## config.mk

```make
export PLATFORM = sky130hd
export DESIGN_NAME = uart_rx_fifo
export DESIGN_NICKNAME = d
export VERILOG_FILES = /design/src/rtl/uart_rx_fifo.sv
export SDC_FILE = /design/constraint.sdc
export NUM_CORES = 1
export LEC_CHECK = 0
export BUFFER_PORTS_ARGS = -buffer_cell sky130_fd_sc_hd__buf_2
export CAP_MARGIN = 20
export CELL_PAD_IN_SITES_DETAIL_PLACEMENT = 2
export CELL_PAD_IN_SITES_GLOBAL_PLACEMENT = 2
export CORE_AREA = 10 10 124 126
export CTS_CLUSTER_DIAMETER = 80
export CTS_CLUSTER_SIZE = 28
export DETAILED_ROUTE_END_ITERATION = 10
export DIE_AREA = 0 0 134 136
export GPL_TIMING_DRIVEN = 1
export HOLD_SLACK_MARGIN = 0.02
export PLACE_DENSITY_LB_ADDON = 0.1
export SYNTH_ARGS = -nofsm -noshare
export SYNTH_HDL_FRONTEND = slang
export SYNTH_SLANG_ARGS = --single-unit
```

## constraint.sdc

```tcl
create_clock -name pclk -period 3.85 [get_ports pclk]
set_clock_uncertainty 0.1 [all_clocks]
set_input_delay 0.385 -clock pclk [delete_from_list [all_inputs] [get_ports pclk]]
set_output_delay 0.385 -clock pclk [all_outputs]
set_load 0.02 [all_outputs]
```

## src/rtl/uart_rx_fifo.sv

```systemverilog
// RX byte buffer, DEPTH=2**PTR_WIDTH, FWFT head visible the cycle after push; in_ready=!full, sticky overrun.
// Optional synchronous flush port when UART_RX_FIFO_FLUSH_EN is defined.
module uart_rx_fifo #(
  parameter int DATA_WIDTH = 8,
  parameter int PTR_WIDTH  = 4
) (
  input  logic                  pclk,
  input  logic                  prstn,
  input  logic                  in_valid,
  output logic                  in_ready,
  input  logic [DATA_WIDTH-1:0] in_data,
  output logic                  out_valid,
  input  logic                  out_ready,
  output logic [DATA_WIDTH-1:0] out_data,
  output logic [PTR_WIDTH:0]    level,
  output logic                  overrun,
  input  logic                  clr_overrun
`ifdef UART_RX_FIFO_FLUSH_EN
  ,
  input  logic                  flush
`endif
);

  localparam int DEPTH = 2 ** PTR_WIDTH;
  localparam logic [PTR_WIDTH:0]   DEPTH_CNT = (PTR_WIDTH+1)'(DEPTH);
  localparam logic [PTR_WIDTH-1:0] PTR_ONE   = PTR_WIDTH'(1);
  localparam logic [PTR_WIDTH:0]   CNT_ONE   = (PTR_WIDTH+1)'(1);

  logic [DATA_WIDTH-1:0] mem [DEPTH];
  logic [PTR_WIDTH-1:0]  wr_ptr;
  logic [PTR_WIDTH-1:0]  rd_ptr;
  logic [PTR_WIDTH:0]    count;
  logic                  full;
  logic                  empty;
  logic                  push;
  logic                  pop;
  logic                  do_flush;

`ifdef UART_RX_FIFO_FLUSH_EN
  assign do_flush = flush;
`else
  assign do_flush = 1'b0;
`endif

  assign full      = (count == DEPTH_CNT);
  assign empty     = (count == '0);
  assign in_ready  = !full;
  assign out_valid = !empty;
  assign push      = in_valid && in_ready;
  assign pop       = out_valid && out_ready;
  assign level     = count;
  // Gate the head with empty so stale memory never shows and reset clears it immediately.
  assign out_data  = empty ? '0 : mem[rd_ptr];

  always_ff @(posedge pclk) begin
    if (push) begin
      mem[wr_ptr] <= in_data;
    end
  end

  always_ff @(posedge pclk or negedge prstn) begin
    if (!prstn) begin
      wr_ptr <= '0;
      rd_ptr <= '0;
      count  <= '0;
    end else if (do_flush) begin
      wr_ptr <= '0;
      rd_ptr <= '0;
      count  <= '0;
    end else begin
      if (push) begin
        wr_ptr <= wr_ptr + PTR_ONE;
      end
      if (pop) begin
        rd_ptr <= rd_ptr + PTR_ONE;
      end
      case ({push, pop})
        2'b10:   count <= count + CNT_ONE;
        2'b01:   count <= count - CNT_ONE;
        default: count <= count;
      endcase
    end
  end

  // Set has priority over clear so an overrun occurring during the clear pulse is not lost.
  always_ff @(posedge pclk or negedge prstn) begin
    if (!prstn) begin
      overrun <= 1'b0;
    end else if (in_valid && full) begin
      overrun <= 1'b1;
    end else if (clr_overrun) begin
      overrun <= 1'b0;
    end
  end

endmodule

```

==> results of run 1 <==
[logic make-up (layout without fill, tap and decap cells)]
group | Yosys count | count (layout) | share of synthesized area
buffers and inverters | 25 | 78 | 0.0286
and+or+nand+nor | 45 | 45 | 0.0368
adders and majority gates | 9 | 9 | 0.0190
xor gates and xnor gates | 10 | 10 | 0.0148
AOI/OAI and AO/OA | 31 | 31 | 0.0315
DFF | 142 | 142 | 0.709
other | 0 | 1 | 0
muxes | 50 | 50 | 0.160
[layout by cell type (no fill, tap or decap), types with 5 or more instances in the layout]
cell	count
buf_4	10
dfrtp_1	14
inv_1	7
mux2_2	10
nand3_1	5
mux2i_1	8
a21oi_1	9
nor2_1	14
ha_1	9
o21ai_0	10
xnor2_1	9
bufinv_16	6
mux4_2	23
mux4_1	9
clkbuf_16	17
buf_2	28
edfxtp_1	128
nand2_1	12
clkinv_4	5
[final cells by class]
class | count | share of cell area
clock buffer | 17 | 0.0618
timing repair buffer | 39 | 0.0327
sequential | 142 | 0.609
antenna | 1 | 0.000363
multi-input combinational | 145 | 0.225
tap | 176 | 0.0320
clock inverter | 15 | 0.0354
inverter | 7 | 0.00381
[synth_stat cells, drive strengths merged]
cell | n | share of area
mux2 | 10 | 0.019
xnor2 | 9 | 0.013
nor2 | 14 | 0.0089
o22ai | 1 | 0.0011
mux4 | 32 | 0.13
nand4 | 1 | 0.0011
o21ai | 13 | 0.011
o211ai | 1 | 0.0013
nor4 | 1 | 0.0021
nor3b | 1 | 0.0013
edfxtp | 128 | 0.65
nand2 | 12 | 0.0076
a21boi | 3 | 0.0044
nand2b | 3 | 0.0032
nand3b | 1 | 0.0013
and3 | 1 | 0.0011
xor2 | 1 | 0.0015
o211a | 1 | 0.0017
a32oi | 1 | 0.0015
inv | 7 | 0.0044
buf | 14 | 0.020
or4 | 1 | 0.0013
clkbuf | 4 | 0.0042
a311oi | 2 | 0.0030
ha | 9 | 0.019
dfrtp | 14 | 0.059
nor4b | 1 | 0.0015
mux2i | 8 | 0.014
nor3 | 4 | 0.0034
nand3 | 5 | 0.0042
a21oi | 9 | 0.0076
[metrics by stage]
stage | cells | setup slack (ps) | power [mW] | cell area, µm²
CTS | 541 | 521 | 5.75 | 6890
global route | 541 | 201 | 5.94 | 6890
finish | 542 | 579 | 5.65 | 6890
global placement | 508 | 786 | 3.72 | 6210
detailed placement | 508 | 658 | 3.80 | 6210
floorplan | 312 | 747 | 3.31 | 5910
[per-layer routing]
metal / global-route usage / part of all wire / vias to the layer above / routed length (µm)
li1: - / - / 1330 / -
met3: 0.0524 / 0.039 / 16 / 575
met2: 0.305 / 0.54 / 54 / 8040
met5: 0 / 0 / - / 0
met4: 0.0605 / 0.015 / 0 / 217
met1: 0.212 / 0.41 / 1611 / 6080
[power by group]
part           internal (mW)  switching [mW]  leakage [nW]
logic                  0.726           0.926         0.735
registers               1.89           0.228          1.32
clock network           1.21           0.661         0.331
[sequential cells by signal (all words and copies together) (netlist names)]
name     count
wr_ptr       4
mem        128
rd_ptr       4
overrun      1
level        5
[worst paths after layout]
check,from,endpoint,cells after the start
setup / recovery,level[1],level[4],11
hold / removal,clr_overrun,overrun,2
setup reg to reg,level[1],level[4],11
hold reg to reg,overrun,overrun,2
max in group asynchronous,prstn,rd_ptr[3],2
min in group asynchronous,prstn,level[0],2
[critical path, cell delays in order, from the launching register on]
cell and delay, ps:
dfrtp_1 470, nor4_2 510, nand2_1 140, nand2_1 150, inv_1 70, ha_1 350
xor2_1 210, ha_1 240, o211a_1 250, or4_1 390, o211ai_1 150, a311oi_1 100
==> out/metrics.cfg, run 1 <==
[timing]
finalHoldViolCount = 0
finalCritPeriodShare = 0.850
whs_ps = 48.8
grt_setup_unrepaired = no
setup_viol_count_final = 0
fmax_mhz = 306
setup_tns_ps = 0
maxSlewViolCount = 0
relSlewSlack = 0.290
max_slew.worst_pin.slew_ps = 1060
min_period_ps = 3270

[route]
vias = 3011
drt_wl_total_mm = 14.9
firstDrtPassIters = 4
wl_per_cell_um = 27.5
viasPerCell = 5.56
ant_nets = 0
drtIter0Drc = 131
drc_errors = 0

[layout]
fill_cells = 1154
utilization = 0.531
ff_latch_area_um2 = 4190
drive_gt1_frac = 0.288
multiInputGateArea_um2 = 1550
area_delta_synth_final_pct = 16.5
fin_nets = 374

[job]
max_cap_viol_count = 0

[power]
p_leak_nw = 2.39
p_per_area_nw_per_um2 = 820
ir_drop_mv = 0.345

[floorplan]
start_util = 0.456
die_x_um = 134
core_um2 = 13000
rows = 42
dieHeight_um = 136
num_io_pins = 29
die-area_um2 = 18200

[grt]
grt_max_degree = 28
grt_pass1_vias = 3528
grt_pass1_wl_mm = 23.3
gr-usage-all-layers = 0.178
grt_overflow = 0
antenna_found_initial = 1

[critical_path]
worstSetupEndpointType = register
crit_type = register to register
worstPathRequired_ps = 4030
critPathArrivalTime_ps = 3450
critPathMaxFanout = 11
cp-start-kind = register
rrSetupSlack_ps = 580

[clock_tree]
cts_htree_levels = 4
cts_resized = 0
clkLatencyLatePin_ps = 430
numCtsBuffers = 17
cts.sinks = 142
postCtsHoldBufs = 1
post-cts-setup-buffers = 0
clk_pin_slew_ps = 60
clock-root-buffer = clkbuf_16
cts_tree = yes
clockBufferDepth = 2

[outcome]
status = finished, final reports clean

[placement]
place_hpwl_mm = 9.14
io_buffers = 28
routabilityCongestion = 0.785

[logic_synthesis]
yosysWarnings = 0
ys_types = 40
ys_seq_elements = 142
syn_area_um2 = 5910
ys_seq_area_frac = 0.709
synth_nets = 334
syn_avg_cell_area_um2 = 19.0
syn_inst = 312

[min_path]
hold_path.class = input port to register

(Power assumes the default switching activity.)
==> run 2, diff against run 1 <==
--- a/config.mk
+++ b/config.mk
@@ -5,15 +5,16 @@
 export SDC_FILE = /design/constraint.sdc
 export NUM_CORES = 1
 export LEC_CHECK = 0
+export ABC_AREA = 1
 export BUFFER_PORTS_ARGS = -buffer_cell sky130_fd_sc_hd__buf_2
 export CAP_MARGIN = 20
 export CELL_PAD_IN_SITES_DETAIL_PLACEMENT = 2
 export CELL_PAD_IN_SITES_GLOBAL_PLACEMENT = 2
-export CORE_AREA = 10 10 124 126
+export CORE_AREA = 10 10 134 136
 export CTS_CLUSTER_DIAMETER = 80
 export CTS_CLUSTER_SIZE = 28
 export DETAILED_ROUTE_END_ITERATION = 10
-export DIE_AREA = 0 0 134 136
+export DIE_AREA = 0 0 144 146
 export GPL_TIMING_DRIVEN = 1
 export HOLD_SLACK_MARGIN = 0.02
 export PLACE_DENSITY_LB_ADDON = 0.1
==> constraint.sdc (replaced) <==
create_clock -name pclk -period 3.3 [get_ports pclk]
set_clock_uncertainty 0.1 [all_clocks]
set_input_delay 0.33 -clock pclk [delete_from_list [all_inputs] [get_ports pclk]]
set_output_delay 0.33 -clock pclk [all_outputs]
set_load 0.02 [all_outputs]
==> out/metrics.cfg, run 2 <==
[timing]
setup_viol_count_final = 0  ; unchanged
fmax_mhz = 340
finalHoldViolCount = 0  ; unchanged
finalCritPeriodShare = 0.892
timing.final.ws_setup_ps = 356  ; was 579 ps
max_slew.worst_pin.slew_ps = 956  ; was 1060 ps
relSlewSlack = 0.360  ; was 0.290
grt_setup_unrepaired = no  ; unchanged
setup_tns_ps = 0  ; unchanged
min_period_ps = 2940
maxSlewViolCount = 0  ; unchanged

[job]
max_cap_viol_count = 0  ; unchanged

[floorplan]
dieHeight_um = 146  ; was 136 µm
rows = 46  ; was 42
start_util = 0.395  ; was 0.456
die-area_um2 = 21000  ; was 18200 µm²
die_x_um = 144  ; was 134 µm
num_io_pins = 29  ; unchanged
core_um2 = 15500  ; was 13000 µm²

[clock_tree]
clockBufferDepth = 2  ; unchanged
clock-root-buffer = clkbuf_16  ; unchanged
cts_htree_levels = 4  ; unchanged
clk_pin_slew_ps = 60  ; about the same
post-cts-setup-buffers = 0  ; unchanged
cts_tree = yes  ; unchanged
cts.sinks = 142  ; unchanged
numCtsBuffers = 17  ; unchanged
clkLatencyLatePin_ps = 420  ; was 430 ps
cts_resized = 0  ; unchanged

[logic_synthesis]
syn_inst = 549  ; was 312
syn_avg_cell_area_um2 = 11.1  ; was 19.0 µm²
synth-edff-count = 128  ; unchanged
yosysWarnings = 0  ; unchanged
synth_nets = 571  ; was 334
synth_commonest_cells = 194 x nand2_1, 128 x edfxtp_1, 108 x nand3_1, 19 x nor2_1, 14 x dfrtp_1  ; was 128 x edfxtp_1, 23 x mux4_2, 14 x dfrtp_1, 14 x nor2_1, 12 x nand2_1
synth_area_leaders = edfxtp_1 63%, nand2_1 12%, nand3_1 8.8%  ; was edfxtp_1 65%, mux4_2 8.8%, dfrtp_1 5.9%
ys_types = 26  ; was 40
syn_area_um2 = 6120  ; was 5910 µm²
ys_seq_area_frac = 0.686  ; was 0.709
synthFlopType = edfxtp_1  ; unchanged
yosysTopAreaCell = edfxtp_1  ; unchanged
yosysMostFrequentCell = nand2_1  ; was edfxtp_1
yosysTopAreaCellShare = 0.628  ; was 0.650
async_flop_share = 0.0986  ; unchanged
ys_seq_elements = 142  ; unchanged

[critical_path]
r2r-start = level[1]  ; unchanged
worstRegToRegCells = 14  ; was 11
crit_type = register to primary output  ; was register to register
crit_start = rd_ptr[0]  ; was level[1]
rr_endpoint = level[4]  ; unchanged
crit_end = out_data[4]  ; was level[4]
critPathMaxFanout = 66  ; was 11
worstPathRequired_ps = 2870  ; was 4030 ps
worstSetupEndpointType = primary output  ; was register
cp-start-kind = register  ; unchanged
rrSetupSlack_ps = 440  ; was 580 ps
critPathArrivalTime_ps = 2510  ; was 3450 ps

[grt]
antenna_found_initial = 0  ; was 1
grt_pass1_wl_mm = 28.5  ; was 23.3 mm
gr-usage-all-layers = 0.183  ; was 0.178
grt_pass1_vias = 4875  ; was 3528
grt_max_degree = 67  ; was 28
grt_overflow = 0  ; unchanged

[layout]
area_delta_synth_final_pct = 16.4  ; was 16.5%
regMostFlops = mem  ; unchanged
utilization = 0.460  ; was 0.531
n_antenna_cell = 0  ; was 1
drive_gt1_frac = 0.139  ; was 0.288
fin_nets = 613  ; was 374
final_cell_mix = 194 x nand2_1, 128 x edfxtp_1, 108 x nand3_1  ; was 128 x edfxtp_1, 28 x buf_2, 23 x mux4_2
largest_register_ffs = 128  ; unchanged
layout_commonest_cell = nand2_1  ; was edfxtp_1

[min_path]
hold_depth = 3  ; was 2
hold_path.class = input port to register  ; unchanged

[route]
drtIter0Drc = 266  ; was 131
ant_nets = 0  ; unchanged
drt_wl_total_mm = 18.1  ; was 14.9 mm
drc_errors = 0  ; unchanged
viasPerCell = 5.35  ; was 5.56
firstDrtPassIters = 5  ; was 4
vias = 4260  ; was 3011
wl_per_cell_um = 22.8  ; was 27.5 µm

[outcome]
status = finished, final reports clean  ; unchanged

[placement]
preCtsSetupSlack_ps = 554  ; was 658 ps
routabilityCongestion = 0.769  ; was 0.785
place_hpwl_mm = 11.6  ; was 9.14 mm
io_buffers = 28  ; unchanged

[power]
p_leak_nw = 2.78  ; was 2.39 nW
p_per_area_nw_per_um2 = 981  ; was 820 nW/µm²
ir_drop_mv = 0.436  ; was 0.345 mV

## run 2: cell count changes after synthesis, moves of 4 or more
cell	before	now
mux2i_1	8	0
mux2_2	10	1
nand3_1	5	108
xor2_1	1	7
nor2_1	14	19
mux4_2	23	0
inv_1	7	13
buf_2	3	9
nand2_1	12	194
buf_6	2	6
mux4_1	9	0
o21ai_0	10	1
xnor2_1	9	2
## run 2: final cells by class
cell class | instances | area [µm²]
fillers | 1587 | 8360
flip-flops and latches | 142 | 4200
multi-input cells | 362 | 1670
clock buffers | 20 | 437
repair buffers | 50 | 323
well taps | 192 | 240
clock inverters | 12 | 193
inverters | 18 | 67.6
## run 2: worst max-delay path: stages, from the launching register on
cell and delay, ps:
dfrtp_2 370, buf_4 600, nand2_1 140, nand3_1 150, nand3_1 130, nand2_1 110, nand2_1 50, a21oi_1 270
buf_2 230
## run 2: layer usage
layer	up-vias	wire length, µm	global-route usage
li1	1970	-	-
met4	0	281	0.0644
met5	-	0	0
met3	23	839	0.0398
met2	101	9060	0.302
met1	2166	7940	0.229
## run 2: power by group
group,switching [mW],total [mW],internal [mW]
registers,0.152,2.36,2.21
logic,1.82,2.56,0.742
clock network,0.727,2.06,1.33
total,2.70,6.98,4.28
## run 2: repair_timing
action / CTS / global route
hold endpoints to repair: 15 / 0
hold buffers: 2 / 0
endpoints found under the setup margin: 0 / 0
## run 2: worst min path at each step
stage,startpoint,end
2_1_floorplan,prstn,level[0]
3_3_place_gp,prstn,level[3]
3_5_place_dp,prstn,level[3]
4_1_cts,in_valid,overrun
5_1_grt,out_ready,rd_ptr[0]
6_report,in_valid,overrun
## run 2: metrics by stage
stage          total power, mW  instance area (µm²)  cells  hold slack, ps
2_1_floorplan             4.09                 6120    549           -65.6
3_3_place_gp              4.85                 6470    762             154
3_5_place_dp              4.96                 6470    762             157
4_1_cts                   7.08                 7120    796            71.0
5_1_grt                   7.45                 7120    796            86.1
6_report                  6.98                 7120    796            88.8
## run 2: kinds of logic (layout without fill, tap and decap cells)
kind of cell	after synthesis	after routing	synth area share
compound gates	16	16	0.0141
simple gates	327	327	0.225
xor+xnor	9	9	0.0129
flops	142	142	0.686
mux	1	1	0.00184
buf+inv	45	100	0.0417
fa+ha+maj	9	9	0.0184
